[src/rtl/decryption_demux_if.sv]
// Bundle between the upstream source, the demux and the three decryptors.
// The slave side is the demux; the master side drives it.
interface decryption_demux_if #(
  parameter int D_WIDTH = 8
);
  logic [D_WIDTH-1:0] data_i;
  logic               valid_i;
  logic [1:0]         select_i;
  logic               busy0_i;
  logic               busy1_i;
  logic               busy2_i;
  logic [D_WIDTH-1:0] data0_o;
  logic [D_WIDTH-1:0] data1_o;
  logic [D_WIDTH-1:0] data2_o;
  logic               valid0_o;
  logic               valid1_o;
  logic               valid2_o;
  logic               busy_o;
  logic               err_o;

  modport slave (
    input  data_i, valid_i, select_i,
    input  busy0_i, busy1_i, busy2_i,
    output data0_o, data1_o, data2_o,
    output valid0_o, valid1_o, valid2_o,
    output busy_o, err_o
  );

  modport master (
    output data_i, valid_i, select_i,
    output busy0_i, busy1_i, busy2_i,
    input  data0_o, data1_o, data2_o,
    input  valid0_o, valid1_o, valid2_o,
    input  busy_o, err_o
  );
endinterface

[src/rtl/decryption_demux.sv]
// In-order FIFO demux steering {select,data} entries to three decryptors;
// a busy head channel stalls everything behind it.
module decryption_demux #(
  parameter int D_WIDTH    = 8,
  parameter int FIFO_DEPTH = 4
) (
  input logic               clk,
  input logic               rst_n,
  decryption_demux_if.slave bus
);
  localparam int AW = $clog2(FIFO_DEPTH);

  logic [D_WIDTH-1:0] r_mem_data [FIFO_DEPTH];
  logic [1:0]         r_mem_sel  [FIFO_DEPTH];
  logic [AW-1:0]      r_wptr;
  logic [AW-1:0]      r_rptr;
  logic [AW:0]        r_count;
  logic [2:0]         r_valid;
  logic [D_WIDTH-1:0] r_data0;
  logic [D_WIDTH-1:0] r_data1;
  logic [D_WIDTH-1:0] r_data2;
  logic               r_err;

  logic               w_full;
  logic               w_illegal;
  logic               w_push;
  logic               w_pop;
  logic [1:0]         w_head_sel;
  logic [D_WIDTH-1:0] w_head_data;
  logic [3:0]         w_busy;

  // Select 3 never enters the FIFO; treating it as busy keeps the index safe.
  assign w_busy      = {1'b1, bus.busy2_i, bus.busy1_i, bus.busy0_i};
  assign w_full      = (r_count == (AW+1)'(FIFO_DEPTH));
  assign w_illegal   = bus.valid_i && (bus.select_i == 2'd3);
  assign w_push      = bus.valid_i && !w_full && (bus.select_i != 2'd3);
  assign w_head_sel  = r_mem_sel[r_rptr];
  assign w_head_data = r_mem_data[r_rptr];
  assign w_pop       = (r_count != '0) && !w_busy[w_head_sel];

  always_ff @(posedge clk) begin
    if (w_push) begin
      r_mem_data[r_wptr] <= bus.data_i;
      r_mem_sel[r_wptr]  <= bus.select_i;
    end
  end

  always_ff @(posedge clk or negedge rst_n) begin
    if (!rst_n) begin
      r_wptr  <= '0;
      r_rptr  <= '0;
      r_count <= '0;
    end else begin
      if (w_push) r_wptr <= r_wptr + 1'b1;
      if (w_pop)  r_rptr <= r_rptr + 1'b1;
      unique case ({w_push, w_pop})
        2'b10:   r_count <= r_count + 1'b1;
        2'b01:   r_count <= r_count - 1'b1;
        default: r_count <= r_count;
      endcase
    end
  end

  always_ff @(posedge clk or negedge rst_n) begin
    if (!rst_n) begin
      r_valid <= '0;
      r_data0 <= '0;
      r_data1 <= '0;
      r_data2 <= '0;
      r_err   <= 1'b0;
    end else begin
      r_valid <= '0;
      r_err   <= w_illegal;
      if (w_pop) begin
        unique case (1'b1)
          (w_head_sel == 2'd0): begin
            r_valid[0] <= 1'b1;
            r_data0    <= w_head_data;
          end
          (w_head_sel == 2'd1): begin
            r_valid[1] <= 1'b1;
            r_data1    <= w_head_data;
          end
          (w_head_sel == 2'd2): begin
            r_valid[2] <= 1'b1;
            r_data2    <= w_head_data;
          end
          default: ;
        endcase
      end
    end
  end

  assign bus.data0_o  = r_data0;
  assign bus.data1_o  = r_data1;
  assign bus.data2_o  = r_data2;
  assign bus.valid0_o = r_valid[0];
  assign bus.valid1_o = r_valid[1];
  assign bus.valid2_o = r_valid[2];
  assign bus.err_o    = r_err;
  assign bus.busy_o   = w_full;
endmodule

[src/flat_wrapper.sv]
// flat-port wrapper written by rule: the top's interface ports become plain ports
module decryption_demux_flat 
#(
  parameter int D_WIDTH    = 8,
  parameter int FIFO_DEPTH = 4
)
  (clk, rst_n, bus_data_i, bus_valid_i, bus_select_i, bus_busy0_i, bus_busy1_i, bus_busy2_i, bus_data0_o, bus_data1_o, bus_data2_o, bus_valid0_o, bus_valid1_o, bus_valid2_o, bus_busy_o, bus_err_o);
  decryption_demux_if #(.D_WIDTH(D_WIDTH)) bus_i ();
  input logic clk;
  input logic rst_n;
  input wire logic [$bits(bus_i.data_i)-1:0] bus_data_i;
  input wire logic [$bits(bus_i.valid_i)-1:0] bus_valid_i;
  input wire logic [$bits(bus_i.select_i)-1:0] bus_select_i;
  input wire logic [$bits(bus_i.busy0_i)-1:0] bus_busy0_i;
  input wire logic [$bits(bus_i.busy1_i)-1:0] bus_busy1_i;
  input wire logic [$bits(bus_i.busy2_i)-1:0] bus_busy2_i;
  output wire logic [$bits(bus_i.data0_o)-1:0] bus_data0_o;
  output wire logic [$bits(bus_i.data1_o)-1:0] bus_data1_o;
  output wire logic [$bits(bus_i.data2_o)-1:0] bus_data2_o;
  output wire logic [$bits(bus_i.valid0_o)-1:0] bus_valid0_o;
  output wire logic [$bits(bus_i.valid1_o)-1:0] bus_valid1_o;
  output wire logic [$bits(bus_i.valid2_o)-1:0] bus_valid2_o;
  output wire logic [$bits(bus_i.busy_o)-1:0] bus_busy_o;
  output wire logic [$bits(bus_i.err_o)-1:0] bus_err_o;
  assign bus_i.data_i = bus_data_i;
  assign bus_i.valid_i = bus_valid_i;
  assign bus_i.select_i = bus_select_i;
  assign bus_i.busy0_i = bus_busy0_i;
  assign bus_i.busy1_i = bus_busy1_i;
  assign bus_i.busy2_i = bus_busy2_i;
  assign bus_data0_o = bus_i.data0_o;
  assign bus_data1_o = bus_i.data1_o;
  assign bus_data2_o = bus_i.data2_o;
  assign bus_valid0_o = bus_i.valid0_o;
  assign bus_valid1_o = bus_i.valid1_o;
  assign bus_valid2_o = bus_i.valid2_o;
  assign bus_busy_o = bus_i.busy_o;
  assign bus_err_o = bus_i.err_o;
  decryption_demux #(.D_WIDTH(D_WIDTH), .FIFO_DEPTH(FIFO_DEPTH)) u_core (.clk(clk), .rst_n(rst_n), .bus(bus_i));
endmodule
[config.mk]
export PLATFORM = sky130hd
export DESIGN_NAME = decryption_demux_flat
export DESIGN_NICKNAME = d
export VERILOG_FILES = /design/src/rtl/decryption_demux_if.sv /design/src/rtl/decryption_demux.sv /design/src/flat_wrapper.sv
export SDC_FILE = /design/constraint.sdc
export NUM_CORES = 1
export LEC_CHECK = 0
export CAP_MARGIN = 20
export CORE_MARGIN = 2
export CORE_UTILIZATION = 35
export DETAILED_ROUTE_END_ITERATION = 10
export PLACE_DENSITY = 0.56
export REMOVE_ABC_BUFFERS = 1
export SYNTH_ARGS = -nofsm -noshare
export SYNTH_HDL_FRONTEND = slang
export SYNTH_SLANG_ARGS = --single-unit
[constraint.sdc]
create_clock -name clk -period 3.3 [get_ports clk]
set_input_delay 0.66 -clock clk [delete_from_list [all_inputs] [get_ports clk]]
set_output_delay 0.66 -clock clk [all_outputs]
set_load 0.005 [all_outputs]
==> Word level (Yosys, flattened, before mapping) <==
Memory sizes are Yosys's and may differ from the RTL's.
Index checks and enable logic that the tools add are counted.
{ "totals": {"reg_bits": 35, "latch_bits": 0, "mem_bits_rw": 40, "mem_bits_ro": 0, "in_bits": 16, "out_inout_bits": 29, "word_cells": 43, "n_memories": 2} }
{ "classes": {"addsub": 4, "mul": 0, "div_mod_pow": 0, "magnitude_cmp": 1, "n_eq_ne": 7, "n_shift": 0, "muxes": 9, "bitwise_logic": 0, "n_reduce_logical": 12} }
{ "mem_list": {"columns": ["name", "words", "width", "read_ports", "rd_clocked_by_memory_dff", "write_ports", "line", "text"], "rows": [
  ["u_core.r_mem_data", 4, 8, 1, 0, 1, "decryption_demux.sv:13", "logic [D_WIDTH-1:0] r_mem_data [FIFO_DEPTH];"],
  ["u_core.r_mem_sel", 4, 2, 1, 0, 1, "decryption_demux.sv:14", "logic [1:0] r_mem_sel [FIFO_DEPTH];"]
]} }
{ "op_table": {"columns": ["op", "count"], "rows": [
  ["2-bit == test (second input constant)", 3],
  ["1-bit two-way mux", 6],
  ["3-bit case mux with 2 select lines", 1],
  ["2-bit AND reduction", 3],
  ["2-bit by 1-bit adder with 2-bit output (second input constant)", 2],
  ["2-bit by 1-bit == test with 1-bit output (second input constant)", 2],
  ["1-bit logical AND", 4],
  ["3-bit by 1-bit adder with 3-bit output (second input constant)", 1],
  ["3-bit == test (second input constant)", 1],
  ["2-bit by 3-bit < comparator with 1-bit output (second input constant)", 1],
  ["3-bit two-way mux", 1],
  ["3-bit nonzero test", 1],
  ["3-bit by 1-bit subtractor with 3-bit output (second input constant)", 1],
  ["1-bit binary-select mux with 2-bit select", 1],
  ["1-bit zero test", 2],
  ["2-bit zero test", 1],
  ["2-bit inequality test (second input constant)", 1],
  ["2-bit nonzero test", 1]
]} }

==> Depth between registers and ports, before layout <==
An unclocked memory read counts as a cell.
{ "logic_depth": {"ltp_word": 7, "ltp_mapped": 10, "ltp_nobuf": 9} }

==> Worst setup path after synthesis <==
OpenSTA, ideal clock, no wires.
{ "synth_path": {"path_type": "flip-flop to flip-flop", "start": "register u_core.r_rptr[0]", "end": "register u_core.r_count[2]", "setup_ns": 0.125, "t_arrival_ns": 2.285, "required_time_ns": 3.175, "setup_slack_ns": 0.890, "stages_incl_launch_ff": 9, "n_path_buf": 0, "synth_period_minus_slack_ns": 2.410, "path_cell_list": "dfrtp_1 mux4_2 nand3_1 o21ai_0 ha_1 fa_1 xnor2_1 nor2_1 xor2_1"} }
{ "synth_between": {"elab_chain_len": 7, "word_cells_on_any_way": 9, "classes_between": "eq/ne: 2; mux: 3; reduce/logical: 3; memory: 1"} }
{ "synth_rtl": {"columns": ["element", "line", "text"], "rows": [
  ["from (decl)", "decryption_demux.sv:16", "logic [AW-1:0] r_rptr;"],
  ["from (signal assigned)", "decryption_demux.sv:55", "if (w_pop) r_rptr <= r_rptr + 1'b1;"],
  ["memory 4 x 2 bit (*)", null, null],
  ["1-bit binary-select mux with 2-bit select (*)", "decryption_demux.sv:39", "assign w_pop = (r_count != '0) && !w_busy[w_head_sel];"],
  ["1-bit two-way mux (implied by the code) (*)", "decryption_demux.sv:39", null],
  ["1-bit zero test (*)", "decryption_demux.sv:39", null],
  ["1-bit logical AND (*)", "decryption_demux.sv:39", null],
  ["via u_core.w_pop", "decryption_demux.sv:27", "logic w_pop;"],
  ["2-bit by 1-bit == test with 1-bit output or 2-bit == test (tied branches)", "decryption_demux.sv:56", "unique case ({w_push, w_pop})"],
  ["3-bit case mux with 2 select lines or 2-bit nonzero test (tied branches)", null, null],
  ["to (signal assigned)", "decryption_demux.sv:57", "2'b10: r_count <= r_count + 1'b1;"],
  ["to (signal assigned)", "decryption_demux.sv:58", "2'b01: r_count <= r_count - 1'b1;"],
  ["to (signal assigned)", "decryption_demux.sv:59", "default: r_count <= r_count;"],
  ["to (decl)", "decryption_demux.sv:17", "logic [AW:0] r_count;"]
]} }
The timed path passes the listed nets; every way through them passes the cells marked *. The select of a mux whose other input is x is not followed.
A chain may end at the register's enable or synchronous reset.

==> Final worst setup path <==
{ "layout_path": {"start": "register u_core.r_rptr[1]", "end": "register u_core.r_count[1]"} }
The elaborated chain is that of the path after synthesis.

==> PnR_summary.wiki <==
{| class="wikitable"
! Metric !! Value
|-
| Hold-critical path depth || 1
|-
| Worst Hold Launch || u_core.r_count[2]
|-
| Clock Tree Root || sky130_fd_sc_hd__clkbuf_8
|-
| Critical register-to-register path startpoint || u_core.r_rptr[1]
|-
| Maximum achievable frequency || 407 MHz
|-
| Area share of the leading cell type in the synthesized netlist || 40.4%
|-
| R2r setup slk || 0.84 ns
|-
| Layout cells sized above 1 || 25.7%
|-
| Half-perimeter wire length after placement || 3530 microns
|-
| Compound-Gate Fraction of Synth Area || 1.47%
|-
| Wire length after detailed routing || 5230 microns
|-
| Endpoint, Worst Hold || u_core.r_count[2]
|-
| Synth unique cells || 28
|-
| Die height || 96.2 microns
|-
| Number of antenna violations at the first check in global routing || 0
|-
| Sum of overflow across all layers after global routing || 0
|-
| Vias in the first global route || 1619
|-
| Share of synthesized cell area in full adder, half adder and majority cells || 2.77%
|-
| Number of diodes added for antenna fixing || 0
|-
| Initial core utilization || 36.2%
|-
| # hold bufs at CTS || 0
|-
| Hold/Removal Path Class || register to register
|-
| Worst slack after detailed placement || 0.558 ns
|-
| Antenna violation net count after detailed routing || 0
|-
| Max-capacitance violation count || 0
|-
| Area of the core || 8220 sq um
|-
| Max Root-Sink Buffers || 2
|-
| Placer congestion estimate || 0.795
|-
| First-iteration detailed-routing DRC count || 50
|-
| Area growth, synth to finish || 26.1%
|-
| Worst Tran Pin Value || 0.578 ns
|-
| Flops & latches, synth || 75
|-
| Worst max-slew margin expressed relative to the limit || 61.5%
|-
| Req. time, crit path || 3.53 ns
|-
| Average cell area after synthesis || 18.3 sq um
|-
| Number of resized instances in the post-cts repair step || 0
|-
| Buffers on Ports || 44
|-
| Nets || 243
|-
| Total power divided by cell area || 895 nW/um^2
|-
| Final setup slack of the worst path || 0.842 ns
|-
| Worst-path clk slew || 0.08 ns
|-
| Cells after Synth || 163
|-
| Post-synth EDFFs || 40
|-
| Die X || 96.2 microns
|-
| Period utilisation layout || 74.5%
|-
| Post-CTS Repair Setup Buffers || 0
|-
| Worst-case reg-to-reg path depth || 7
|-
| Final Hold Vio Count || 0
|-
| Wire length per cell || 15.8 microns
|-
| Cell leakage power || 1.44 nW
|-
| Worst clock skew on the final layout || 0.0107 ns
|-
| Total clock buffers created by CTS || 9
|-
| Arrival @ worst endpoint || 2.68 ns
|-
| Largest net degree at the start of global routing || 36
|-
| Highest fanout seen on the critical path || 11
|-
| Startpoint of the most critical setup path || u_core.r_rptr[1]
|-
| Final-layout fill cell count || 736
|-
| Cell Rows || 33
|-
| Min cycle time layout || 2.46 ns
|-
| Clock sink count || 75
|-
| Result of the run || finished, final reports clean
|-
| Proportion of synthesized area in mux cells || 18.7%
|-
| Unrepaired setup endpoints after global routing || false
|-
| Clock tree from TritonCTS || built
|-
| Number of ports placed on the die boundary || 45
|-
| Total die area || 9260 sq um
|-
| Final count of pins violating max slew || 0
|-
| First-pass GRT wire length || 8380 microns
|-
| Setup Crit Path Kind || register to register
|-
| Max rail drop VDD || 0.227 mV
|-
| Area after detailed placement || 3580 sq um
|-
| Share of synthesized flip-flops with an asynchronous set or reset || 46.7%
|-
| Per-cell via count in the routed design || 4.73
|-
| Most used DFF post-synth || sky130_fd_sc_hd__edfxtp_1
|-
| Count of endpoints failing setup in the final report || 0
|-
| Top post-synthesis cells by area || sky130_fd_sc_hd__edfxtp_1 40%, sky130_fd_sc_hd__dfrtp_1 29%, sky130_fd_sc_hd__mux2_2 9.8%
|-
| Combinational family with the most area after synthesis || multiplexers
|-
| Nature of the critical path endpoint || register
|-
| Area leader, netlist || sky130_fd_sc_hd__edfxtp_1
|-
| GRT Overall Usage || 12.6%
|-
| Critical Path Source Type || register
|-
| Seq/Total Area, Yosys || 69.8%
|-
| Count of TritonRoute iterations in the first routing pass || 4
|-
| Final non-filler cell total || 331
|-
| Simple-gate portion of the synthesized area || 4.50%
|-
| Post-synthesis cell area || 2980 sq um
|-
| Accumulated negative setup slack || 0 ns
|-
| Routed vias || 1566
|-
| Latest clock arrival within the worst-skew pair || 0.33 ns
|-
| Placed Cells incl. Taps || 315
|-
| Cell area after layout || 3750 sq um
|-
| Total number of yosys warnings || 0
|-
| Critical register-to-register path endpoint || u_core.r_count[1]
|-
| H-tree depth reported by CTS || 3
|-
| Post-synthesis share of cell area spent on xor and xnor gates || 1.47%
|-
| Drt drc || 0
|}
[through the flow]
| step | power, mW | hold WS [ns] | utilization (%) |
|---|---|---|---|
| 4_1_cts | 3.41 | 0.491 | 45.7 |
| 6_report | 3.36 | 0.494 | 45.7 |
| 3_5_place_dp | 2.78 | 0.478 | 43.5 |
| 3_3_place_gp | 2.76 | 0.477 | 43.5 |
| 2_1_floorplan | 2.18 | 0.364 | - |
| 5_1_grt | 3.59 | 0.517 | 45.7 |
[worst max-delay path by stage]
stage	endpoint	slack, ns	cells after the start
finish	u_core.r_count[1]	0.84	7
global route	u_core.r_count[1]	0.67	7
CTS	u_core.r_count[1]	0.83	7
detailed placement	u_core.r_count[1]	0.56	7
global placement	u_core.r_count[2]	0.59	10
floorplan	u_core.r_count[2]	0.53	8
[critical path, cell delays in order, from the launching register on]
cell                       delay (ns)
sky130_fd_sc_hd__dfrtp_1         0.42
sky130_fd_sc_hd__buf_4           0.25
sky130_fd_sc_hd__mux4_2          0.37
sky130_fd_sc_hd__nand2b_4        0.19
sky130_fd_sc_hd__o21ai_0         0.21
sky130_fd_sc_hd__ha_1            0.23
sky130_fd_sc_hd__fa_1            0.42
sky130_fd_sc_hd__mux2_2          0.26
[registers in the layout, summed over array words and instances, names as in the netlist, 3 cells and up]
name / flops
u_core.r_valid: 3
u_core.bus.data2_o: 8
u_core.bus.data0_o: 8
u_core.bus.data1_o: 8
u_core.r_count: 3
u_core.r_mem_sel: 8
u_core.r_mem_data: 32
[logic make-up after synthesis]
family / after synthesis
flip-flops: 75
multiplexers: 41
AND/OR/NAND/NOR: 21
buffers and inverters: 9
AO/OA/AOI/OAI: 6
adder cells (fa/ha/maj): 6
XOR/XNOR: 5
[layout make-up]
| cell class | instances | area [sq um] | area share (%) |
|---|---|---|---|
| inverter | 6 | 22.5 | 0.600 |
| multi-input combinational | 79 | 860 | 22.9 |
| tap | 105 | 131 | 3.50 |
| clock inverter | 4 | 22.5 | 0.600 |
| clock buffer | 12 | 155 | 4.13 |
| timing repair buffer | 50 | 485 | 12.9 |
| sequential | 75 | 2080 | 55.3 |
[where the power goes]
part           switching, mW  leakage [nW]  internal (mW)  total (mW)
Combinational          0.526         0.556          0.779        1.31
Clock                  0.315        0.0970          0.313       0.628
Sequential             0.137         0.786           1.29        1.42
[synth_stat cells, types with 2 or more instances]
master,number
sky130_fd_sc_hd__dfrtp_1,35
sky130_fd_sc_hd__xnor2_1,3
sky130_fd_sc_hd__xor2_1,2
sky130_fd_sc_hd__mux2_2,26
sky130_fd_sc_hd__ha_1,5
sky130_fd_sc_hd__nand2_1,4
sky130_fd_sc_hd__nor2_1,3
sky130_fd_sc_hd__nor3b_1,3
sky130_fd_sc_hd__inv_1,6
sky130_fd_sc_hd__mux2i_1,6
sky130_fd_sc_hd__mux4_2,9
sky130_fd_sc_hd__o21ai_0,2
sky130_fd_sc_hd__and2_1,4
sky130_fd_sc_hd__buf_2,2
sky130_fd_sc_hd__edfxtp_1,40
[layer usage]
metal	share of wire, %	track usage, %	vias to the layer above
met5	0	0	-
met4	1.9	6.55	0
met3	3.8	2.74	8
met2	48	19.6	41
met1	46	16.4	788
li1	-	-	729
[layout by cell type, fill, tap and decap left out, drive strengths merged]
cell	Yosys	routed
clkdlybuf4s50	0	44
edfxtp	40	40
dfrtp	35	35
mux2	26	26
clkbuf	0	12
mux4	9	9
inv	6	8
mux2i	6	6
buf	3	6
ha	5	5
and2	4	4
nand2	4	4
nor2	3	3
nor3b	3	3
xnor2	3	3
o21ai	2	2
xor2	2	2
clkinv	0	2
nand2b	2	2
or3	1	1
nor2b	1	1
a22o	1	1
nand3	1	1
nor3	1	1
a211oi	1	1
and3	1	1
o2bb2ai	1	1
a311oi	1	1
fa	1	1
(Power assumes the default switching activity.)
